[config.mk]
export PLATFORM = sky130hd
export DESIGN_NAME = snitch_icache_flush_ctrl
export DESIGN_NICKNAME = d
export VERILOG_FILES = /design/src/rtl/snitch_icache_pkg.sv /design/src/rtl/snitch_icache_flush_ctrl.sv
export SDC_FILE = /design/constraint.sdc
export NUM_CORES = 1
export LEC_CHECK = 0
export CAP_MARGIN = 10
export CORE_MARGIN = 4
export CORE_UTILIZATION = 55
export CTS_BUF_LIST = sky130_fd_sc_hd__clkbuf_16
export DETAILED_ROUTE_END_ITERATION = 12
export DONT_BUFFER_PORTS = 1
export PLACE_DENSITY = 0.8
export SLEW_MARGIN = 20
export SYNTH_ARGS = -nofsm -noshare
export SYNTH_HDL_FRONTEND = slang
export SYNTH_SLANG_ARGS = --single-unit
[constraint.sdc]
create_clock -name clk_i -period 4.85 [get_ports clk_i]
set_clock_uncertainty 0.05 [all_clocks]
set_input_delay 0 -clock clk_i [delete_from_list [all_inputs] [get_ports clk_i]]
set_output_delay 0 -clock clk_i [all_outputs]
set_load 0.1 [all_outputs]
[src/rtl/snitch_icache_pkg.sv]
// rtl/snitch_icache_pkg.sv - shared instruction-cache configuration and flush types
package snitch_icache_pkg;

   typedef struct packed {
      int unsigned nr_fetch_ports;
      int unsigned line_count;
   } config_t;

   localparam config_t DEFAULT_CFG = '{nr_fetch_ports: 2, line_count: 128};

   typedef enum logic [2:0] {
      FLUSH_IDLE,
      FLUSH_DRAIN,
      FLUSH_INVAL,
      FLUSH_L0,
      FLUSH_ACK
   } flush_state_e;

   typedef struct packed {
      logic flush_start;
      logic flush_done;
      logic flush_drain_stall;
   } icache_flush_events_t;

endpackage

[src/rtl/snitch_icache_flush_ctrl.sv]
// rtl/snitch_icache_flush_ctrl.sv - full L1/L0 instruction-cache flush sequencer
// Every output is a flop updated together with the state, so nothing combinational reaches a port.
module snitch_icache_flush_ctrl
   import snitch_icache_pkg::*;
#(
   parameter int unsigned NR_FETCH_PORTS = DEFAULT_CFG.nr_fetch_ports,
   parameter int unsigned LINE_COUNT     = DEFAULT_CFG.line_count
) (
   input  logic                            clk_i,
   input  logic                            rst_i,
   input  logic [NR_FETCH_PORTS-1:0]       flush_valid_i,
   output logic [NR_FETCH_PORTS-1:0]       flush_ready_o,
   input  logic                            pending_i,
   output logic                            lookup_stall_o,
   output logic                            inval_valid_o,
   input  logic                            inval_ready_i,
   output logic [$clog2(LINE_COUNT)-1:0]   inval_line_o,
   output logic                            l0_flush_o,
   output logic                            busy_o
);

   localparam int unsigned COUNT_ALIGN = $clog2(LINE_COUNT);
   localparam logic [COUNT_ALIGN-1:0] LAST_LINE = COUNT_ALIGN'(LINE_COUNT - 1);

   flush_state_e                state_q;
   logic [NR_FETCH_PORTS-1:0]   mask_q;
   logic [COUNT_ALIGN-1:0]      cnt_q;
   logic [NR_FETCH_PORTS-1:0]   ready_q;
   logic                        stall_q;
   logic                        inval_valid_q;
   logic                        l0_flush_q;
   logic                        busy_q;

   always_ff @(posedge clk_i or posedge rst_i) begin
      if (rst_i) begin
         state_q       <= FLUSH_IDLE;
         mask_q        <= '0;
         cnt_q         <= '0;
         ready_q       <= '0;
         stall_q       <= 1'b0;
         inval_valid_q <= 1'b0;
         l0_flush_q    <= 1'b0;
         busy_q        <= 1'b0;
      end else begin
         unique case (state_q)
            FLUSH_IDLE: begin
               if (|flush_valid_i) begin
                  mask_q  <= flush_valid_i;
                  stall_q <= 1'b1;
                  busy_q  <= 1'b1;
                  state_q <= FLUSH_DRAIN;
               end
            end
            FLUSH_DRAIN: begin
               // Late requesters join this pass until the sweep starts.
               mask_q <= mask_q | flush_valid_i;
               if (!pending_i) begin
                  cnt_q         <= '0;
                  inval_valid_q <= 1'b1;
                  state_q       <= FLUSH_INVAL;
               end
            end
            FLUSH_INVAL: begin
               if (inval_ready_i) begin
                  if (cnt_q == LAST_LINE) begin
                     cnt_q         <= '0;
                     inval_valid_q <= 1'b0;
                     l0_flush_q    <= 1'b1;
                     state_q       <= FLUSH_L0;
                  end else begin
                     cnt_q <= cnt_q + COUNT_ALIGN'(1);
                  end
               end
            end
            FLUSH_L0: begin
               l0_flush_q <= 1'b0;
               stall_q    <= 1'b0;
               ready_q    <= mask_q;
               state_q    <= FLUSH_ACK;
            end
            FLUSH_ACK: begin
               ready_q <= '0;
               mask_q  <= '0;
               busy_q  <= 1'b0;
               state_q <= FLUSH_IDLE;
            end
            default: begin
               state_q       <= FLUSH_IDLE;
               mask_q        <= '0;
               cnt_q         <= '0;
               ready_q       <= '0;
               stall_q       <= 1'b0;
               inval_valid_q <= 1'b0;
               l0_flush_q    <= 1'b0;
               busy_q        <= 1'b0;
            end
         endcase
      end
   end

   assign flush_ready_o  = ready_q;
   assign lookup_stall_o = stall_q;
   assign inval_valid_o  = inval_valid_q;
   assign inval_line_o   = cnt_q;
   assign l0_flush_o     = l0_flush_q;
   assign busy_o         = busy_q;

endmodule

# --- After elaboration in Yosys (flattened, before gate mapping) ---
# Cells that the tools add are included.
totals:
  regBits: 18
  input_bits: 6
  word_cells: 61
op_classes:
  add_sub_neg: 1
  n_eq_ne: 9
  muxes: 22
  n_bitwise: 6
  n_reduce_logical: 15
op_table:
  columns: ["cell", "count"]
  rows:
  - ["two-way mux 7 bit", 3]
  - ["case mux 7 bit (3 select lines)", 1]
  - ["OR reduction 3 bit", 5]
  - ["two-way mux 3 bit", 4]
  - ["case mux 3 bit (4 select lines)", 1]
  - ["inequality test 2 bit (second input constant)", 4]
  - ["AND reduction 4 bit", 2]
  - ["adder 7 x 1 -> 7 bit (second input constant)", 1]
  - ["equality test 7 bit (second input constant)", 1]
  - ["equality test 3 x 2 -> 1 bit (second input constant)", 2]
  - ["two-way mux 1 bit", 6]
  - ["case mux 1 bit (2 select lines)", 3]
  - ["case mux 2 bit (3 select lines)", 1]
  - ["AND reduction 2 bit", 3]
  - ["AND reduction 3 bit", 2]
  - ["NOT 1 bit", 5]
  - ["case mux 2 bit (2 select lines)", 1]
  - ["OR reduction 2 bit", 2]
  - ["equality test 3 x 1 -> 1 bit (second input constant)", 1]
  - ["equality test 3 bit (second input constant)", 1]
  - ["logical NOT 3 bit", 1]
  - ["case mux 1 bit (3 select lines)", 1]
  - ["two-way mux 2 bit", 1]
  - ["OR 2 bit", 1]

# --- Longest topological paths before layout ---
# Gate-level depths: netlist of run 1.
logic_depth:
  word_depth: 4
  depth_mapped: 5

# --- Worst setup path after synthesis of run 1 ---
# Ideal clock, no wire load.
synth_timing:
  path_type: "register to register"
  start: "register cnt_q[1] (netlist: inval_line_o[1])"
  end: "register cnt_q[0] (netlist: inval_line_o[0])"
  setup_time_ns: 0.125
  arrival_time_ns: 2.141
  required_ns: 4.675
  setup_slack_ns: 2.534
  path_stages_with_launch: 6
  path_buffers: 0
  synth_period_minus_slack_ns: 2.316
  cell_sequence: "dfrtp_1 ha_1 nand2_2 o31a_1 a21boi_2 mux2_2"
synth_between:
  elab_chain_cells: 4
synth_rtl:
  columns: ["element", "line", "rtl"]
  rows:
  - ["start, declared", "snitch_icache_flush_ctrl.sv:27", "logic [COUNT_ALIGN-1:0] cnt_q;"]
  - ["start signal, assigned", "snitch_icache_flush_ctrl.sv:71", "cnt_q <= cnt_q + COUNT_ALIGN'(1);"]
  - ["equality test 7 bit", "snitch_icache_flush_ctrl.sv:65", "if (cnt_q == LAST_LINE) begin"]
  - ["two-way mux 7 bit", "snitch_icache_flush_ctrl.sv:65", null]
  - ["two-way mux 7 bit", "snitch_icache_flush_ctrl.sv:64", "if (inval_ready_i) begin"]
  - ["case mux 7 bit (3 select lines)", "snitch_icache_flush_ctrl.sv:45", "unique case (state_q)"]
# Every way passes these cells. The select of a mux whose other input is x is not followed.
# A chain may end at the register's enable or synchronous reset.

# --- Worst setup path in the final report of run 1 ---
# Ends and elaborated chain as after synthesis.

==> results by group, run 1 <==
Outcome
  – Outcome: completed

Route
  – Number of DRC markers in iteration 0: 14
  – Drt via density: 6.08
  – Number of vias after detailed routing: 742
  – Number of detailed-routing iterations run before antenna repair: 4
  – Final routed wire length divided by cell count: 16.0 um
  – Post-detailed-route DRC marker count: 0
  – Wire length after detailed routing: 1950 um
  – Routed Antenna Nets: 0

Place
  – Area of placed instances: 933 um^2
  – Minimum setup slack after placement: 2.44 ns
  – Buffers added on ports: 0
  – # placed instances: 114
  – Detailed Place HPWL: 1310 um
  – Final weighted congestion of routability-driven global placement: 0.841

Setup path
  – Worst endpoint required time: 4.93 ns
  – Type of the setup path with the least slack: reg -> reg
  – Worst-path cell chain: ha_1, nand2_2, o31a_1, a21boi_2, mux2_2
  – Cell family with the largest share of critical-path delay: flip-flops
  – Critical-path maximum fanout: 5
  – Capturing element type of the critical path: flip-flop
  – Worst reg-to-reg setup slack: 2.44 ns
  – Cell at the slowest stage of the critical path: sky130_fd_sc_hd__dfrtp_1
  – Worst setup SP type: flip-flop
  – Crit-path max cell delay: 0.96 ns
  – Worst path bufs/invs: 0
  – Endpoint arrival time on the critical path: 2.49 ns

Synthesis
  – Number of instances in the synthesized netlist: 102
  – Largest area contributor in the netlist: sky130_fd_sc_hd__dfrtp_1
  – Yosys top cell area share: 0.484
  – Warning count from the yosys run: 0
  – Leading cell types by count after synthesis: 18 x sky130_fd_sc_hd__dfrtp_1, 13 x sky130_fd_sc_hd__nor2_1, 12 x sky130_fd_sc_hd__nand2_1
  – Unique cell type count in the Yosys netlist: 30
  – Most repeated cell in the gate-level netlist after synthesis: sky130_fd_sc_hd__dfrtp_1
  – Combined area of all synthesized cells: 931 um^2
  – Cell types with the largest area share after synthesis: sky130_fd_sc_hd__dfrtp_1 48%, sky130_fd_sc_hd__nor2_1 5.2%, sky130_fd_sc_hd__a21oi_1 4.8%
  – Synthesized net count: 109
  – Top flip-flop cell by instance count after synthesis: sky130_fd_sc_hd__dfrtp_1
  – Post-synthesis sequential area ratio: 0.484
  – Post-Synthesis Mean Instance Area: 9.13 um^2
  – EDFF count, synth: 0
  – FF+latch count, synth: 18
  – Fraction of synthesis flops using an asynchronous set or reset pin: 1.00

Floorplanning
  – Floorplan die height: 49.1 um
  – Ports placed on the boundary: 19
  – Site row count: 14
  – Floorplan die area: 0.00241 mm^2
  – Core outline area: 0.00156 mm^2
  – Initial cell density of the core: 0.597
  – Die Wd: 49.1 um

Finish
  – Area added between synthesis and finish: 13.7%
  – Share of post-route cells with drive strength above 1: 0.0943
  – Fin cells: 122
  – Area of all placed cells without fillers: 0.00106 mm^2
  – Diode insertion count for antenna repair: 0
  – # fillers: 114
  – # nets final: 115

Job
  – Max Cap Violations: 0

Global routing
  – Largest net degree at the start of global routing: 19
  – Overall Global Routing Usage: 0.179
  – GRT Residual Overflow: 0
  – Vias in the first global route: 725
  – First-pass GRT wire length: 3420 um
  – Number of antenna violations at the first check in global routing: 0

Timing
  – Fin worst setup slack: 2.44 ns
  – Final min period: 2.41 ns
  – Setup tns final: 0 ns
  – Actual slew at the worst max-slew pin: 1.06 ns
  – Fraction of the cycle the final worst path needs: 0.497
  – Final-report max-slew violation count: 0
  – Setup violators final: 0
  – Worst rel slew slack: 0.291
  – Final count of hold timing violations: 0
  – Unrepaired setup endpoints after global routing: no
  – Maximum clock rate: 0.415 GHz
  – WHS: 0.0114 ns

CTS
  – Clock latency at the later pin of the worst-skew pair: 0.24 ns
  – Number of H-tree branching levels: 1
  – Root buffer cell: sky130_fd_sc_hd__clkbuf_16
  – TritonCTS Buffers: 3
  – Number of setup buffers added after CTS: 0
  – Clock transition at the registers of the reported paths: 0.05 ns
  – TritonCTS clock tree: done
  – Clk sink count: 18
  – Max clock buf depth: 2

Pwr
  – Maximum VDD drop: 0.586 mV
  – Static leakage: 0.000464 uW
  – Cell Pwr Density: 713 mW/mm^2

Hold path
  – Classification of the worst-slack hold path: in -> reg
-- timing repair --
action	4_1_cts	5_1_grt
endpoints found under the hold margin	22	0
hold buffers	5	0
resized for setup	0	0
-- report_power, final --
part / internal, uW / switching [uW] / leakage (uW)
clock network: 108 / 50.0 / 0.0000370
logic: 87.1 / 91.3 / 0.000196
registers: 188 / 230 / 0.000232
-- flip-flops by register name, summed over array words and instances, names as in the netlist --
| name | count |
|---|---|
| inval_line_o | 7 |
| mask_q | 2 |
| l0_flush_o | 1 |
| lookup_stall_o | 1 |
| state_q | 3 |
| flush_ready_o | 2 |
| busy_o | 1 |
| inval_valid_o | 1 |
-- cells in the final DEF (no fill, tap or decap), types with 2 or more instances in the layout --
cell                            count
sky130_fd_sc_hd__nor2b_1            4
sky130_fd_sc_hd__dfrtp_1           18
sky130_fd_sc_hd__o21ai_0            4
sky130_fd_sc_hd__nor3_1             2
sky130_fd_sc_hd__clkbuf_16          3
sky130_fd_sc_hd__a21oi_1            9
sky130_fd_sc_hd__o21ai_2            2
sky130_fd_sc_hd__and2_1             2
sky130_fd_sc_hd__dlygate4sd3_1      5
sky130_fd_sc_hd__mux2i_1            3
sky130_fd_sc_hd__nand2_1           12
sky130_fd_sc_hd__inv_1              3
sky130_fd_sc_hd__nor2_1            13
sky130_fd_sc_hd__nand3_1            7
sky130_fd_sc_hd__a22o_1             4
-- cells by family after synthesis --
family | share of synthesized area
and+or+nand+nor | 0.239
AOI/OAI and AO/OA | 0.188
DFF | 0.484
buffers and inverters | 0.0309
muxes | 0.0444
adders and majority gates | 0.0134
-- metrics by stage --
stage,total power [uW],utilization
6_report,754,0.679
5_1_grt,799,0.679
4_1_cts,755,0.679
3_5_place_dp,585,0.599
3_3_place_gp,578,0.599
2_1_floorplan,555,-
-- routing by layer --
layer	vias up	GRT usage	routed length, um
li1	370	-	-
met1	343	0.243	961
met2	27	0.283	839
met3	2	0.0459	132
met4	0	0.0427	13
met5	-	0	0
-- final timing paths --
| kind | start | endpoint | cells past startpoint |
|---|---|---|---|
| max in group asynchronous | rst_i | state_q[0] | 2 |
| worst min register to register | mask_q[0] | flush_ready_o[0] | 2 |
| worst min-delay path | flush_valid_i[0] | mask_q[0] | 3 |
| min in group asynchronous | rst_i | flush_ready_o[0] | 2 |
| worst max-delay path | inval_line_o[1] | inval_line_o[0] | 5 |
| worst max register to register | inval_line_o[1] | inval_line_o[0] | 5 |
-- layout make-up --
class	instances	area, um^2	area share
flip-flops and latches	18	450	0.426
repair buffers	5	50.0	0.0473
clock buffers	3	75.1	0.0709
multi-input cells	77	452	0.427
well taps	16	20.0	0.0189
inverters	3	11.3	0.0106
-- tightest hold or removal path, delay by kind of cell --
kind	cells	cell delay, ns
AND/OR/NAND/NOR	2	0.21
AO/OA/AOI/OAI	1	0.05
No activity file was read; power rests on OpenSTA's default activity.
==> run 2: changes to the inputs <==
--- a/config.mk
+++ b/config.mk
@@ -7,11 +7,11 @@
 export LEC_CHECK = 0
 export CAP_MARGIN = 10
 export CORE_MARGIN = 4
-export CORE_UTILIZATION = 55
+export CORE_UTILIZATION = 54
 export CTS_BUF_LIST = sky130_fd_sc_hd__clkbuf_16
 export DETAILED_ROUTE_END_ITERATION = 12
 export DONT_BUFFER_PORTS = 1
-export PLACE_DENSITY = 0.8
+export PLACE_DENSITY = 0.82
 export SLEW_MARGIN = 20
 export SYNTH_ARGS = -nofsm -noshare
 export SYNTH_HDL_FRONTEND = slang
==> constraint.sdc (replaced) <==
create_clock -name clk_i -period 2.2 [get_ports clk_i]
set_clock_uncertainty 0.05 [all_clocks]
set_input_delay 0 -clock clk_i [delete_from_list [all_inputs] [get_ports clk_i]]
set_output_delay 0 -clock clk_i [all_outputs]
set_load 0.1 [all_outputs]
==> run 2 against run 1 <==
Net effect: sequential share of layout area fell by 3.6 points; first-iteration DRC count rose by 130%; count of clock-buffer cells in the layout did not move; sequential cell count did not move; global-route usage rose by 1.6 points; die area rose by 1.6%; utilization rose by 6.7 points; final area rose by 9.8%; total power rose by 130%; sequential power rose by 32%; hold slack improved by 0.035 ns; largest power group is now combinational cells.
==> results by group, run 2 (synthesized netlist as in run 1, its figures left out) <==
Outcome
  – Outcome: completed

Global routing
  – Most Used Layer, Global Route: met2
  – Met1 Track Usage GR: 0.280 (+0.0370)
  – GRT Residual Overflow: 0 (unchanged)
  – Overall Global Routing Usage: 0.195 (+0.0160)
  – Number of antenna violations at the first check in global routing: 0 (unchanged)
  – Largest net degree at the start of global routing: 19 (unchanged)
  – Vias in the first global route: 820 (+13%)
  – Met3 layer usage reported by global route: 0.0211 (-0.0248)
  – Global routing met2 resource utilization: 0.306 (+0.0227)
  – First-pass GRT wire length: 3810 um (+12%)

Place
  – Detailed Place HPWL: 1390 um (+6.8%)
  – Buffers added on ports: 0 (unchanged)
  – # placed instances: 127 (+11%)
  – Area of placed instances: 0.00103 mm^2 (+11%)
  – Final weighted congestion of routability-driven global placement: 0.884 (+5.2%)

CTS
  – Clk sink count: 18 (unchanged)
  – Max clock buf depth: 2 (unchanged)
  – Clock transition at the registers of the reported paths: 0.05 ns (about the same)
  – TritonCTS Buffers: 3 (unchanged)
  – TritonCTS clock tree: done
  – Clock latency at the later pin of the worst-skew pair: 0.25 ns (about the same)
  – Root buffer cell: sky130_fd_sc_hd__clkbuf_16
  – Number of H-tree branching levels: 1 (unchanged)

Setup path
  – Worst path bufs/invs: 1 (+1)
  – Critical Path Start: state_q[0]
  – Top cell by count, worst path: sky130_fd_sc_hd__nor2_1
  – Type of the setup path with the least slack: reg -> reg
  – Worst Reg-to-Reg Cells: 5 (unchanged)
  – Critical-path maximum fanout: 14 (+9)
  – Endpoint arrival time on the critical path: 1.89 ns (-0.60 ns)
  – Crit-path max cell delay: 0.57 ns (-0.39 ns)
  – Worst endpoint required time: 2.27 ns (-2.66 ns)
  – Cell at the slowest stage of the critical path: sky130_fd_sc_hd__dlygate4sd3_1
  – Capturing element type of the critical path: flip-flop
  – Worst setup SP type: flip-flop
  – Worst reg-to-reg setup slack: 0.37 ns (-2.07 ns)
  – Cell family with the largest share of critical-path delay: buffers and inverters
  – Beginning of the worst register-to-register path: state_q[0]
  – Worst-path cell chain: nor2_1, nand2_1, a21oi_1, dlygate4sd3_1, nor2_1
  – Capture instance of the worst register-to-register path: mask_q[1]

Timing
  – Setup violators final: 0 (unchanged)
  – Final count of hold timing violations: 0 (unchanged)
  – Unrepaired setup endpoints after global routing: no
  – Maximum clock rate: 0.547 GHz (+32%)
  – Worst rel slew slack: 0.548 (+0.257)
  – Setup tns final: 0 ns (unchanged)
  – Actual slew at the worst max-slew pin: 0.677 ns (-0.386 ns)
  – Final min period: 1.83 ns (-0.584 ns)
  – Final-report max-slew violation count: 0 (unchanged)
  – Fraction of the cycle the final worst path needs: 0.831 (+0.334)

Route
  – Routed Antenna Nets: 0 (unchanged)
  – Number of detailed-routing iterations run before antenna repair: 4 (unchanged)
  – Number of vias after detailed routing: 810 (+9.2%)
  – Number of DRC markers in iteration 0: 32 (+18)
  – Final routed wire length divided by cell count: 15.5 um (-2.7%)
  – Post-detailed-route DRC marker count: 0 (unchanged)
  – Drt via density: 5.96 (-2.1%)
  – Wire length after detailed routing: 2110 um (+8.4%)

Pwr
  – Maximum VDD drop: 1.09 mV (+86%)
  – Cell Pwr Density: 1520 mW/mm^2 (+110%)
  – Power Total: 1760 uW (+130%)
  – Static leakage: 0.000531 uW (+14%)

Floorplanning
  – Floorplan die height: 49.5 um (+0.77%)
  – Ports placed on the boundary: 19 (unchanged)
  – Die Wd: 49.5 um (+0.77%)
  – Floorplan die area: 0.00245 mm^2 (+1.6%)
  – Initial cell density of the core: 0.597 (unchanged)
  – Site row count: 14 (unchanged)
  – Core outline area: 0.00156 mm^2 (unchanged)

Finish
  – # fillers: 103 (-9.6%)
  – Area used by sequential logic in the layout: 453 um^2 (+0.56%)
  – Share of post-route cells with drive strength above 1: 0.208 (+0.114)
  – Flip-flop count of the largest register, all copies and words added: 7 (unchanged)
  – # nets final: 128 (+11%)
  – Fin cells: 136 (+11%)
  – Diode insertion count for antenna repair: 0 (unchanged)
  – Area added between synthesis and finish: 24.9%
  – Area of all placed cells without fillers: 0.00116 mm^2 (+9.8%)
  – Final standard cell utilization of the core: 0.746 (+0.0666)
  – Area occupied by multi-input gates: 452 um^2 (unchanged)
  – Commonest non-fill, non-tap cells in the layout: 16 x sky130_fd_sc_hd__dfrtp_1, 13 x sky130_fd_sc_hd__nor2_1, 13 x sky130_fd_sc_hd__buf_4
  – Most common library cell in the layout ignoring fill and taps: sky130_fd_sc_hd__dfrtp_1

Hold path
  – Hold path depth: 4 (+1)
  – Classification of the worst-slack hold path: in -> reg
  – Hold Path Sink: state_q[0]
  – Hold wc startpoint: flush_valid_i[0]

Job
  – Max Cap Violations: 0 (unchanged)
==> run 2: changes by cell type in the layout (fill, tap and decap cells not counted) <==
| cell | previous run | this run |
|---|---|---|
| sky130_fd_sc_hd__dfrtp_1 | 18 | 16 |
| sky130_fd_sc_hd__buf_4 | 0 | 13 |
| sky130_fd_sc_hd__clkinv_1 | 0 | 1 |
| sky130_fd_sc_hd__dfrtp_2 | 0 | 2 |
==> run 2: routing by layer <==
layer	vias up	part of all wire
met2	23	0.46
met4	0	0.019
met5	-	0
li1	398	-
met1	383	0.46
met3	6	0.057
==> run 2: worst max path at each step <==
stage	cells after the start	endpoint
finish	5	mask_q[1]
global route	4	inval_line_o[0]
CTS	5	mask_q[1]
detailed placement	4	inval_line_o[0]
global placement	4	inval_line_o[0]
floorplan	4	inval_line_o[0]
==> run 2: worst reg2reg max path, stage by stage (launching register included) <==
cell and delay, ns:
sky130_fd_sc_hd__dfrtp_1 0.54, sky130_fd_sc_hd__nor2_1 0.26, sky130_fd_sc_hd__nand2_1 0.08, sky130_fd_sc_hd__a21oi_1 0.15, sky130_fd_sc_hd__dlygate4sd3_1 0.57, sky130_fd_sc_hd__nor2_1 0.04
==> run 2: where the power goes <==
group | total [uW] | switching (uW) | internal, uW
Clock | 361 | 120 | 242
Combinational | 849 | 599 | 250
Sequential | 553 | 129 | 424
==> run 2: final cells by class <==
cell class              instances  area share
well taps                      16      0.0172
clock buffers                   3      0.0646
inverters                       3     0.00969
clock inverters                 1     0.00323
flip-flops and latches         18       0.390
repair buffers                 18       0.127
multi-input cells              77       0.389
==> run 2: what timing repair did <==
item / CTS / global route
gates resized for setup: 0 / 0
buffers inserted: 0 / 0
hold buffers: 5 / 0
hold endpoints to repair: 22 / 0
==> run 2: stage by stage <==
stage	hold WS (ns)	setup slack, ns
2_1_floorplan	-0.112	0.125
5_1_grt	0.0622	0.269
4_1_cts	0.0478	0.428
3_3_place_gp	-0.0289	0.584
6_report	0.0467	0.372
3_5_place_dp	-0.0167	0.539
==> run 3: changes to the inputs <==
--- a/config.mk
+++ b/config.mk
@@ -7,11 +7,11 @@
 export LEC_CHECK = 0
 export CAP_MARGIN = 10
 export CORE_MARGIN = 4
-export CORE_UTILIZATION = 54
+export CORE_UTILIZATION = 55
 export CTS_BUF_LIST = sky130_fd_sc_hd__clkbuf_16
 export DETAILED_ROUTE_END_ITERATION = 12
 export DONT_BUFFER_PORTS = 1
-export PLACE_DENSITY = 0.82
+export PLACE_DENSITY = 0.8
 export SLEW_MARGIN = 20
 export SYNTH_ARGS = -nofsm -noshare
 export SYNTH_HDL_FRONTEND = slang
==> constraint.sdc (replaced) <==
create_clock -name clk_i -period 1.9 [get_ports clk_i]
set_clock_uncertainty 0.05 [all_clocks]
set_input_delay 0 -clock clk_i [delete_from_list [all_inputs] [get_ports clk_i]]
set_output_delay 0 -clock clk_i [all_outputs]
set_load 0.1 [all_outputs]
==> run 3 against run 2 <==
Net effect: clock power increased by 16%; total power rose by 17%; final area rose by 1.4%; critical path depth is 1 lower; critical path type unchanged; combinational power increased by 20%; register-to-register slack got worse by 0.19 ns; first-iteration DRC count down 53%; hold slack got worse by 0.033 ns; via count is 1.4% higher; sequential power increased by 14%.
==> results by group, run 3 (synthesized netlist as in run 1, its figures left out) <==
Finish
  – Share of post-route cells with drive strength above 1: 0.264 (+0.0561)
  – Area of all placed cells without fillers: 0.00118 mm^2 (+1.4%)
  – Commonest non-fill, non-tap cells in the layout: 15 x sky130_fd_sc_hd__buf_4, 13 x sky130_fd_sc_hd__nor2_1, 12 x sky130_fd_sc_hd__nand2_1
  – # nets final: 129 (+0.78%)
  – Most common library cell in the layout ignoring fill and taps: sky130_fd_sc_hd__buf_4
  – Flip-flop count of the largest register, all copies and words added: 7 (unchanged)
  – Diode insertion count for antenna repair: 0 (unchanged)
  – Area added between synthesis and finish: 26.6%
  – Fin cells: 137 (+0.74%)

Pwr
  – Cell Pwr Density: 1750 mW/mm^2 (+16%)
  – Power Total: 2070 uW (+17%)
  – Static leakage: 0.000527 uW (-0.68%)
  – Maximum VDD drop: 1.55 mV (+42%)

Route
  – Number of detailed-routing iterations run before antenna repair: 4 (unchanged)
  – Wire length after detailed routing: 2200 um (+4.1%)
  – Final routed wire length divided by cell count: 16.0 um (+3.4%)
  – Drt via density: 5.99 (+0.62%)
  – Post-detailed-route DRC marker count: 0 (unchanged)
  – Number of vias after detailed routing: 821 (+1.4%)
  – Routed Antenna Nets: 0 (unchanged)
  – Number of DRC markers in iteration 0: 15 (-53%)

Job
  – Max Cap Violations: 0 (unchanged)

Global routing
  – Largest net degree at the start of global routing: 19 (unchanged)
  – Vias in the first global route: 807 (-1.6%)
  – Number of antenna violations at the first check in global routing: 0 (unchanged)
  – First-pass GRT wire length: 3690 um (-3.1%)
  – Overall Global Routing Usage: 0.200 (+0.00513)
  – GRT Residual Overflow: 0 (unchanged)

CTS
  – Clock transition at the registers of the reported paths: 0.05 ns (about the same)
  – Clk sink count: 18 (unchanged)
  – Number of H-tree branching levels: 1 (unchanged)
  – TritonCTS clock tree: done
  – TritonCTS Buffers: 3 (unchanged)
  – Number of setup buffers added after CTS: 0 (unchanged)
  – Clock latency at the later pin of the worst-skew pair: 0.25 ns (about the same)
  – Root buffer cell: sky130_fd_sc_hd__clkbuf_16
  – Post_cts resized: 0 (unchanged)
  – Max clock buf depth: 2 (unchanged)
  – Hold Buf Count CTS: 4 (-1)

Timing
  – Final count of hold timing violations: 0 (unchanged)
  – Final min period: 1.72 ns (-0.105 ns)
  – Setup tns final: 0 ns (unchanged)
  – Worst rel slew slack: 0.544 (-0.00386)
  – Fraction of the cycle the final worst path needs: 0.907 (+0.0759)
  – Maximum clock rate: 0.580 GHz (+6.1%)
  – Unrepaired setup endpoints after global routing: no
  – Setup violators final: 0 (unchanged)
  – Final-report max-slew violation count: 0 (unchanged)
  – WHS: 0.0135 ns (-0.0331 ns)
  – Actual slew at the worst max-slew pin: 0.683 ns (+0.00579 ns)

Floorplanning
  – Site row count: 14 (unchanged)
  – Floorplan die height: 49.1 um (-0.77%)
  – Ports placed on the boundary: 19 (unchanged)
  – Die Wd: 49.1 um (-0.77%)
  – Floorplan die area: 0.00241 mm^2 (-1.5%)
  – Initial cell density of the core: 0.597 (unchanged)
  – Core outline area: 0.00156 mm^2 (unchanged)

Setup path
  – Capturing element type of the critical path: flip-flop
  – Worst endpoint required time: 1.98 ns (-0.29 ns)
  – Critical-path maximum fanout: 14 (unchanged)
  – Endpoint arrival time on the critical path: 1.81 ns (-0.08 ns)
  – Type of the setup path with the least slack: reg -> reg
  – Worst setup SP type: flip-flop

Place
  – # placed instances: 129 (+1.6%)
  – Final weighted congestion of routability-driven global placement: 0.868 (-1.8%)
  – Detailed Place HPWL: 1440 um (+3.2%)
  – Area of placed instances: 0.00106 mm^2 (+2.5%)
  – Buffers added on ports: 0 (unchanged)

Hold path
  – Classification of the worst-slack hold path: in -> reg

Outcome
  – Outcome: completed
==> run 3: cell count changes in the layout (fill, tap and decap cells not counted), sizes merged <==
cell / previous run / this run
buf: 13 / 15
dlygate4sd3: 5 / 4
==> run 3: area by class of cell <==
class                   count  area, um^2
clock inverters             1        3.75
clock buffers               3        75.1
repair buffers             19         153
inverters                   3        11.3
fillers                   106         380
flip-flops and latches     18         464
multi-input cells          77         452
well taps                  16        20.0
==> run 3: per-stage QoR <==
step,setup WS [ns],util
after detailed placement,0.233,0.680
after CTS,0.199,0.756
after global routing,0.0674,0.756
final,0.177,0.756
after global placement,0.256,0.680
after floorplan,0.0121,-
==> run 3: power breakdown <==
| part | switching, uW | total (uW) | internal, uW | leakage (uW) |
|---|---|---|---|---|
| combinational | 720 | 1020 | 296 | 0.000269 |
| sequential | 135 | 633 | 499 | 0.000220 |
| clock | 137 | 417 | 280 | 0.0000385 |
==> run 3: final timing paths <==
kind / from / depth (start not counted) / slack (ns) / to
min in group asynchronous: rst_i / 2 / 0.25 / state_q[2]
hold reg to reg: busy_o / 2 / 0.46 / busy_o
setup reg to reg: state_q[0] / 4 / 0.18 / inval_line_o[0]
max in group asynchronous: rst_i / 2 / 1.05 / inval_line_o[0]
hold / removal: flush_valid_i[1] / 3 / 0.01 / mask_q[1]
setup / recovery: state_q[0] / 4 / 0.18 / inval_line_o[0]
==> run 3: layer usage <==
layer,wire length [um],share of wire,track usage
met1,954,0.43,0.248
met2,1060,0.48,0.324
met3,148,0.067,0.0459
met4,29,0.013,0.0995
met5,0,0,0
==> run 3: critical path, cell delays in order (launching register included) <==
cell and delay (ns):
sky130_fd_sc_hd__dfrtp_1 0.64, sky130_fd_sc_hd__nor2b_1 0.15, sky130_fd_sc_hd__o21ai_2 0.36, sky130_fd_sc_hd__a21boi_2 0.13
sky130_fd_sc_hd__mux2_2 0.28
